**config.mk**
```make
export PLATFORM = sky130hd
export DESIGN_NAME = alu_pipe
export DESIGN_NICKNAME = d
export VERILOG_FILES = /design/src/rtl/alu_pipe_pkg.sv /design/src/rtl/alu_mul_seq.sv /design/src/rtl/alu_pipe.sv
export SDC_FILE = /design/constraint.sdc
export NUM_CORES = 1
export LEC_CHECK = 0
export ABC_AREA = 1
export CORE_UTILIZATION = 50
export CTS_CLUSTER_DIAMETER = 200
export DETAILED_ROUTE_END_ITERATION = 8
export HOLD_SLACK_MARGIN = 0.03
export PLACE_DENSITY = 0.7
export SETUP_SLACK_MARGIN = 0.4
export SLEW_MARGIN = 20
export SYNTH_ARGS = -nofsm -noshare
export SYNTH_HDL_FRONTEND = slang
export SYNTH_SLANG_ARGS = --single-unit
```
**constraint.sdc**
```tcl
create_clock -name clk -period 3.2 [get_ports clk]
set_input_delay 0.32 -clock clk [delete_from_list [all_inputs] [get_ports clk]]
set_output_delay 0.32 -clock clk [all_outputs]
set_load 0.05 [all_outputs]
```
**src/rtl/alu_pipe_pkg.sv**
```systemverilog
// Shared definitions for the handshaked MIPS-style ALU: funct codes, FSM states
// and the multiply decode helper.
package alu_pipe_pkg;

  localparam logic [5:0] FnSll   = 6'h00;
  localparam logic [5:0] FnSrl   = 6'h02;
  localparam logic [5:0] FnSra   = 6'h03;
  localparam logic [5:0] FnSllv  = 6'h04;
  localparam logic [5:0] FnSrlv  = 6'h06;
  localparam logic [5:0] FnSrav  = 6'h07;
  localparam logic [5:0] FnMult  = 6'h18;
  localparam logic [5:0] FnMultu = 6'h19;
  localparam logic [5:0] FnAdd   = 6'h20;
  localparam logic [5:0] FnAddu  = 6'h21;
  localparam logic [5:0] FnSub   = 6'h22;
  localparam logic [5:0] FnSubu  = 6'h23;
  localparam logic [5:0] FnAnd   = 6'h24;
  localparam logic [5:0] FnOr    = 6'h25;
  localparam logic [5:0] FnXor   = 6'h26;
  localparam logic [5:0] FnNor   = 6'h27;
  localparam logic [5:0] FnSlt   = 6'h2A;
  localparam logic [5:0] FnSltu  = 6'h2B;

  typedef enum logic [1:0] {
    StIdle,
    StMul,
    StHold
  } state_e;

  function automatic logic is_mul(input logic [5:0] funct);
    return (funct == FnMult) || (funct == FnMultu);
  endfunction

endpackage

```
**src/rtl/alu_mul_seq.sv**
```systemverilog
// Iterative shift-add multiplier: one multiplier bit per cycle on operand magnitudes,
// sign applied to the full product on the final step.
module alu_mul_seq #(
  parameter int unsigned WIDTH = 32
) (
  input  logic               clk,
  input  logic               rst_n,
  input  logic               start,
  input  logic               signed_op,
  input  logic [WIDTH-1:0]   a,
  input  logic [WIDTH-1:0]   b,
  output logic               done,
  output logic [2*WIDTH-1:0] prod
);

  localparam int unsigned CntW = $clog2(WIDTH) + 1;

  logic                busy_q, neg_q;
  logic [CntW-1:0]     cnt_q;
  logic [WIDTH-1:0]    mcand_q;
  logic [2*WIDTH-1:0]  p_q, p_step;
  logic [WIDTH:0]      sum;
  logic [WIDTH-1:0]    mag_a, mag_b, addend;

  always_comb begin
    // Negating the most-negative value yields its correct unsigned magnitude.
    mag_a  = (signed_op && a[WIDTH-1]) ? -a : a;
    mag_b  = (signed_op && b[WIDTH-1]) ? -b : b;
    addend = p_q[0] ? mcand_q : {WIDTH{1'b0}};
    sum    = {1'b0, p_q[2*WIDTH-1:WIDTH]} + {1'b0, addend};
    p_step = {sum, p_q[WIDTH-1:1]};
    // The last step's product is handed out combinationally so it lands on the same edge.
    done   = busy_q && (cnt_q == CntW'(WIDTH - 1));
    prod   = neg_q ? -p_step : p_step;
  end

  always_ff @(posedge clk or negedge rst_n) begin
    if (!rst_n) begin
      busy_q  <= 1'b0;
      neg_q   <= 1'b0;
      cnt_q   <= '0;
      mcand_q <= '0;
      p_q     <= '0;
    end else if (start) begin
      busy_q  <= 1'b1;
      neg_q   <= signed_op && (a[WIDTH-1] ^ b[WIDTH-1]);
      cnt_q   <= '0;
      mcand_q <= mag_a;
      p_q     <= {{WIDTH{1'b0}}, mag_b};
    end else if (busy_q) begin
      p_q   <= p_step;
      cnt_q <= cnt_q + CntW'(1);
      if (done) busy_q <= 1'b0;
    end
  end

endmodule

```
**src/rtl/alu_pipe.sv**
```systemverilog
// Handshaked R-type ALU: single-cycle ops straight into a registered output stage,
// MULT/MULTU through the iterative multiplier with the pipe stalled until consumed.
module alu_pipe
  import alu_pipe_pkg::*;
#(
  parameter int unsigned WIDTH   = 32,
  parameter int unsigned SHAMT_W = $clog2(WIDTH)
) (
  input  logic               clk,
  input  logic               rst_n,
  input  logic               in_valid,
  output logic               in_ready,
  input  logic [WIDTH-1:0]   a,
  input  logic [WIDTH-1:0]   b,
  input  logic [SHAMT_W-1:0] shamt,
  input  logic [5:0]         funct,
  output logic               out_valid,
  input  logic               out_ready,
  output logic [WIDTH-1:0]   result,
  output logic [WIDTH-1:0]   result_hi,
  output logic               ovf,
  output logic               illegal
);

  state_e             state_q;
  logic               out_valid_q, ovf_q, illegal_q;
  logic [WIDTH-1:0]   result_q, result_hi_q;
  logic               accept, mul_start, mul_done;
  logic [2*WIDTH-1:0] mul_prod;
  logic [WIDTH-1:0]   alu_res, sum, diff;
  logic               alu_ovf, alu_ill;
  logic [SHAMT_W-1:0] sh_var;

  assign in_ready  = (state_q == StIdle) && (!out_valid_q || out_ready);
  assign accept    = in_valid && in_ready;
  assign mul_start = accept && is_mul(funct);

  assign out_valid = out_valid_q;
  assign result    = result_q;
  assign result_hi = result_hi_q;
  assign ovf       = ovf_q;
  assign illegal   = illegal_q;

  always_comb begin
    alu_res = '0;
    alu_ovf = 1'b0;
    alu_ill = 1'b0;
    sum     = a + b;
    diff    = a - b;
    sh_var  = a[SHAMT_W-1:0];
    case (funct)
      FnSll:  alu_res = b << shamt;
      FnSrl:  alu_res = b >> shamt;
      FnSra:  alu_res = $signed(b) >>> shamt;
      FnSllv: alu_res = b << sh_var;
      FnSrlv: alu_res = b >> sh_var;
      FnSrav: alu_res = $signed(b) >>> sh_var;
      FnAdd: begin
        alu_res = sum;
        alu_ovf = (a[WIDTH-1] == b[WIDTH-1]) && (sum[WIDTH-1] != a[WIDTH-1]);
      end
      FnAddu: alu_res = sum;
      FnSub: begin
        alu_res = diff;
        alu_ovf = (a[WIDTH-1] != b[WIDTH-1]) && (diff[WIDTH-1] != a[WIDTH-1]);
      end
      FnSubu: alu_res = diff;
      FnAnd:  alu_res = a & b;
      FnOr:   alu_res = a | b;
      FnXor:  alu_res = a ^ b;
      FnNor:  alu_res = ~(a | b);
      FnSlt:  alu_res = {{(WIDTH-1){1'b0}}, ($signed(a) < $signed(b))};
      FnSltu: alu_res = {{(WIDTH-1){1'b0}}, (a < b)};
      FnMult, FnMultu: alu_res = '0;
      default: alu_ill = 1'b1;
    endcase
  end

  alu_mul_seq #(
    .WIDTH(WIDTH)
  ) u_mul (
    .clk      (clk),
    .rst_n    (rst_n),
    .start    (mul_start),
    .signed_op(funct == FnMult),
    .a        (a),
    .b        (b),
    .done     (mul_done),
    .prod     (mul_prod)
  );

  always_ff @(posedge clk or negedge rst_n) begin
    if (!rst_n) begin
      state_q     <= StIdle;
      out_valid_q <= 1'b0;
      result_q    <= '0;
      result_hi_q <= '0;
      ovf_q       <= 1'b0;
      illegal_q   <= 1'b0;
    end else begin
      case (state_q)
        StIdle: begin
          if (accept) begin
            if (is_mul(funct)) begin
              out_valid_q <= 1'b0;
              state_q     <= StMul;
            end else begin
              out_valid_q <= 1'b1;
              result_q    <= alu_res;
              result_hi_q <= '0;
              ovf_q       <= alu_ovf;
              illegal_q   <= alu_ill;
            end
          end else if (out_ready) begin
            out_valid_q <= 1'b0;
          end
        end
        StMul: begin
          if (mul_done) begin
            out_valid_q <= 1'b1;
            result_q    <= mul_prod[WIDTH-1:0];
            result_hi_q <= mul_prod[2*WIDTH-1:WIDTH];
            ovf_q       <= 1'b0;
            illegal_q   <= 1'b0;
            state_q     <= StHold;
          end
        end
        StHold: begin
          if (out_ready) begin
            out_valid_q <= 1'b0;
            state_q     <= StIdle;
          end
        end
        default: state_q <= StIdle;
      endcase
    end
  end

endmodule

```
==> results of run 1 <==
[per-layer routing]
layer  GRT usage [%]  overflow
met1           79.90         1
met2           87.95         6
met3           64.44         0
met4           66.67        10
met5           39.39         0
[synthesized netlist by cell type, drive strengths merged, types with 53 or more instances]
master	instances	share of area (%)
nand2	1444	22
nand3	772	16
inv	491	7.4
nor2	401	6.2
o21ai	272	5.8
a21oi	207	4.2
dfrtp	173	17
ha	135	6.8
clkbuf	113	1.7
buf	81	1.8
nand4	73	1.9
nor3	53	1.1
[logic make-up after synthesis]
group                      Yosys count
buffers and inverters              702
DFF                                173
AOI/OAI and AO/OA                  634
adders and majority gates          138
and+or+nand+nor                   2779
xor gates and xnor gates            50
[timing repair]
action | CTS
endpoints found under the hold margin | 4
buffers inserted | 8
pin swaps | 16
endpoints found under the setup margin | 53
hold buffers | 1
cloned | 0
gates resized for setup | 136
[stage by stage]
step,hold slack [ns],area (um^2),TNS [ns],utilization (%)
2_1_floorplan,0.02441,24840,0,-
3_5_place_dp,0.4699,32450,-6.090,66.30
4_1_cts,0.4912,33660,0,68.76
3_3_place_gp,0.4643,32450,-5.254,66.30
==> impl_metrics.ini, run 1 <==
[run_status]
outcome = did not finish
stop_stage = 5_1_grt
firstError = [ERROR GRT-0232] Routing congestion too high. Check the congestion heatmap in the GUI.

[placed_design]
gp_routability_congestion = 1.193
place.port_buffers = 146
detailedPlace.worstSlack_ns = -0.4753
dpl_cells = 5848
dp.final_hpwl_um = 110900

[floorplanning]
rows = 81
chipHeight_um = 224.8
die-width_um = 224.8
initial_core_util_pct = 50.72
io_pins = 147

[logic_synthesis]
synth.distinct_cells = 54
synth_sequential_area_ratio_pct = 17.44
yosys_register_bits = 173
async_reset_ff_share_pct = 100.0
number_of_synthesized_flops_with_an_enable_pin = 0
mappedNetlistNets = 4693
synth_simple_gate_area_share_pct = 47.69
largest_family_of_logic_cells_by_synthesized_area = simple AND/OR/NAND/NOR gates
synth_flop_cell = dfrtp_1
number_of_instances_in_the_synthesized_netlist = 4476
yosys-mux-area-fraction_pct = 0
syn_area_mm2 = 0.02483
ys.warnings.count = 0
synth_compound_area_share_pct = 14.84
post_synth.cell_area_avg_um2 = 5.547
synth_adder_area_share_pct = 7.045
synth_xor_xnor_area_share_pct = 1.764

[clock_network]
clock_tree.htree_level_count = 4
cts_max_path_buffers = 2
tritoncts.num_buffers = 17
cts-root-buf = clkbuf_16
clock_sink_count = 173

[global_routing]
overflow = 17
grt_max_degree = 114
grt.total_usage_pct = 75.99

[sta]
timing.worst_endpoint.kind = register data pin
grt_repair_worst_endpoint = result_hi[30]$_DFFE_PN0P_/D
==> run 2, diff against run 1 <==
Settings changed: CORE_UTILIZATION 50 to 35, CTS_CLUSTER_DIAMETER 200 to default, HOLD_SLACK_MARGIN 0.03 to default, PLACE_DENSITY 0.7 to default, PLACE_DENSITY_LB_ADDON from default to 0.15, SETUP_SLACK_MARGIN 0.4 to default.
==> run 2 against run 1 <==
  * The flow now finishes without violations
  * Area after synthesis did not move
  * Synthesized cell count did not move
==> impl_metrics.ini, run 2 <==
[run_status]
outcome = finished clean

[route]
drt-total-wl_um = 152400
drt_iter0_markers = 3971
drcViolationCount = 0
vias = 34940
drt_pass1_iterations = 6
postRouteAntennaNets = 0
drt-wirelength-per-cell_um = 23.98
drt-vias-per-instance = 5.498

[logic_synthesis]
netlist_top_cells_area = nand2_1 22%, dfrtp_1 17%, nand3_1 15%, inv_1 7.3%, ha_1 6.8%
synthDominantCellAreaShare_pct = 21.78
async_reset_ff_share_pct = 100.0
mappedNetlistNets = 4693
synth.distinct_cells = 54
post_synth.cell_area_avg_um2 = 5.547
synth_flop_cell = dfrtp_1
post-synth-top-count-cell = nand2_1
number_of_instances_in_the_synthesized_netlist = 4476
syn_area_mm2 = 0.02483
yosys_register_bits = 173
ys.warnings.count = 0
number_of_synthesized_flops_with_an_enable_pin = 0
synth_sequential_area_ratio_pct = 17.44
post-synth-top-area-cell = nand2_1
synth.top_cells.by_count = 1441 x nand2_1, 768 x nand3_1, 481 x inv_1

[clock_network]
tritoncts.num_buffers = 17
cts.reportedPaths.clkPinSlew_ns = 0.09
worstSkewPairLatency_ns = 0.48
clock_sink_count = 173
cts_tree = built
clock_tree.htree_level_count = 4
cts_max_path_buffers = 2
cts-root-buf = clkbuf_16

[global_routing]
met1_usage_pct = 54.21
grt_antenna_before_repair = 3
grt_pass1_wl_um = 215900
grt_max_degree = 91
grt.total_usage_pct = 41.54
grtUsageMet3_pct = 8.220
grt_most_used_layer = met2
overflow = 0
gr-usage-met2_pct = 62.66
first_global_vias = 32000

[cells_and_area]
mostFrequentLayoutCell = nand2_1
drive_gt1_share_pct = 22.26
area_growth_syn_to_layout_pct = 43.49
final_non_filler_cells = 6354
regMostFlops = u_mul.p_q
mostFrequentLayoutCells = 1400 x nand2_1, 909 x buf_4, 758 x nand3_1
final_net_count = 5618
largest_register_ffs = 64
num_antenna_cells = 0
final_core_utilization_pct = 50.79

[setup_path]
cp_data_arrival_time_ns = 3.51
critical_path.max_fanout = 6
startpoint_type = input pin
end_kind = flop
worstReg2RegStart = u_mul.p_q[0]$_DFFE_PN0P_
cpMaxStageDelayCell = clkdlybuf4s50_1
critical-path-max-stage-delay_ns = 0.57
critical_path.cell_chain = clkdlybuf4s50_1, inv_1, ha_2, buf_4, nand2_1, nand2_1, a21oi_1, nand2_1, nand2_1, o21ai_0, a21oi_1, buf_4, o31ai_1, nor2_1, buf_4, nand2_1, nand2_1, a21oi_1
timing.critical_path.mode_cell = nand2_1
worst-endpoint-required_ns = 3.57
timing.critical_path.from = b[10]
reg2reg_depth = 20
worst-setup-path-type = in -> reg
rr_endpoint = result_hi[24]$_DFFE_PN0P_
ff2ff_setup_slack_ns = 0.13

[placed_design]
place.port_buffers = 146
gp_routability_congestion = 1.068
dp.final_hpwl_um = 126000
dpl_cells = 6311

[floorplanning]
die_area_mm2 = 0.07201
die-width_um = 268.3
rows = 97
io_pins = 147
design.core.area_mm2 = 0.07015
initial_core_util_pct = 35.39
chipHeight_um = 268.3

[hold_path]
holdPathStages = 2
hold_path.class = reg -> reg
holdPathEnd = result_hi[31]$_DFFE_PN0P_
hp-start = result_hi[31]$_DFFE_PN0P_

[power_and_ir_drop]
leakage_power_uw = 0.01850
p_total_uw = 19230
cellPowerDensity_mw_per_mm2 = 539.7
peakVddDrop_mv = 0.9423

[sta]
worst_margin_slew_ns = 0.8429
setup_violations = 0
clock_skew_ns = 0.02844
grt_setup_unrepaired = yes
max_slew_margin_pct = 43.80
timing.setup.tns_ns = 0
final_worst_path_cycle_share_pct = 98.36
final-max-slew-violation-count = 0
clock.fmax_ghz = 0.3177
finalHoldViolations = 0
finalCriticalPeriod_ns = 3.148

[job]
cap_violations = 0
-- run 2: cell counts after synthesis --
No cell type changed its count.
-- run 2: worst max-delay path, delay by kind of cell --
family | cells | cell delay (ns)
and+or+nand+nor | 7 | 0.82
buffers and inverters | 5 | 1.25
adders and majority gates | 1 | 0.34
AOI/OAI and AO/OA | 5 | 0.76
-- run 2: stage by stage --
stage | setup slack, ns | hold WS (ns) | cell area, um^2
after CTS | 0.001157 | 0.4860 | 34870
after floorplan | 0.3150 | 0.02441 | 24830
final | 0.05247 | 0.4785 | 35630
after detailed placement | -0.5757 | 0.4522 | 34230
after global placement | -0.5709 | 0.4498 | 34230
after global routing | -0.01959 | 0.5110 | 35630
-- run 2: cells by family (layout without fill, tap and decap cells) --
family          Yosys count  count (layout)  synth area share, %
xor+xnor                 50              50                1.764
flops                   173             173                17.44
fa+ha+maj               138             138                7.045
compound gates          634             634                14.84
simple gates           2779            2779                47.69
buf+inv                 702            1640                11.23
-- run 2: layer usage --
metal | vias to the layer above | wire, um | share of wire [%]
li1 | 16610 | - | -
met1 | 16210 | 62880 | 41
met4 | 4 | 10930 | 7.2
met3 | 366 | 14360 | 9.4
met2 | 1742 | 64170 | 42
met5 | - | 27 | 0.018
-- run 2: report_power, final --
| part | internal [uW] | leakage (uW) | switching, uW |
|---|---|---|---|
| Combinational | 4950 | 0.0160 | 8270 |
| Sequential | 3060 | 0.00223 | 782 |
| Clock | 1060 | 0.000287 | 1100 |
| Total | 9080 | 0.0185 | 10200 |
-- run 2: how the worst max path moves through the flow --
stage	end	slack, ns	cells after the start
after CTS	result_hi[22]$_DFFE_PN0P_	0.001	20
after detailed placement	result[30]$_DFFE_PN0P_	-0.58	19
after global placement	result[30]$_DFFE_PN0P_	-0.57	19
after floorplan	result_hi[19]$_DFFE_PN0P_	0.32	13
after global routing	result_hi[31]$_DFFE_PN0P_	-0.02	22
final	result[11]$_DFFE_PN0P_	0.05	18
-- run 2: area by class of cell --
cell class / instances / area, um^2
tap: 940 / 1176
inverter: 508 / 1907
timing repair buffer: 1100 / 9155
clock inverter: 14 / 148.9
multi-input combinational: 3601 / 18470
sequential: 173 / 4329
fill: 7560 / 34520
clock buffer: 18 / 439.2
-- run 2: what timing repair did --
action / in CTS / in global routing
endpoints found under the setup margin: 14 / 44
hold endpoints to repair: 78 / 0
pin swaps: 1 / 25
setup buffers: 0 / 10
resized for setup: 18 / 167
hold buffers: 1 / 0
Power figures use the tool's default switching activity.
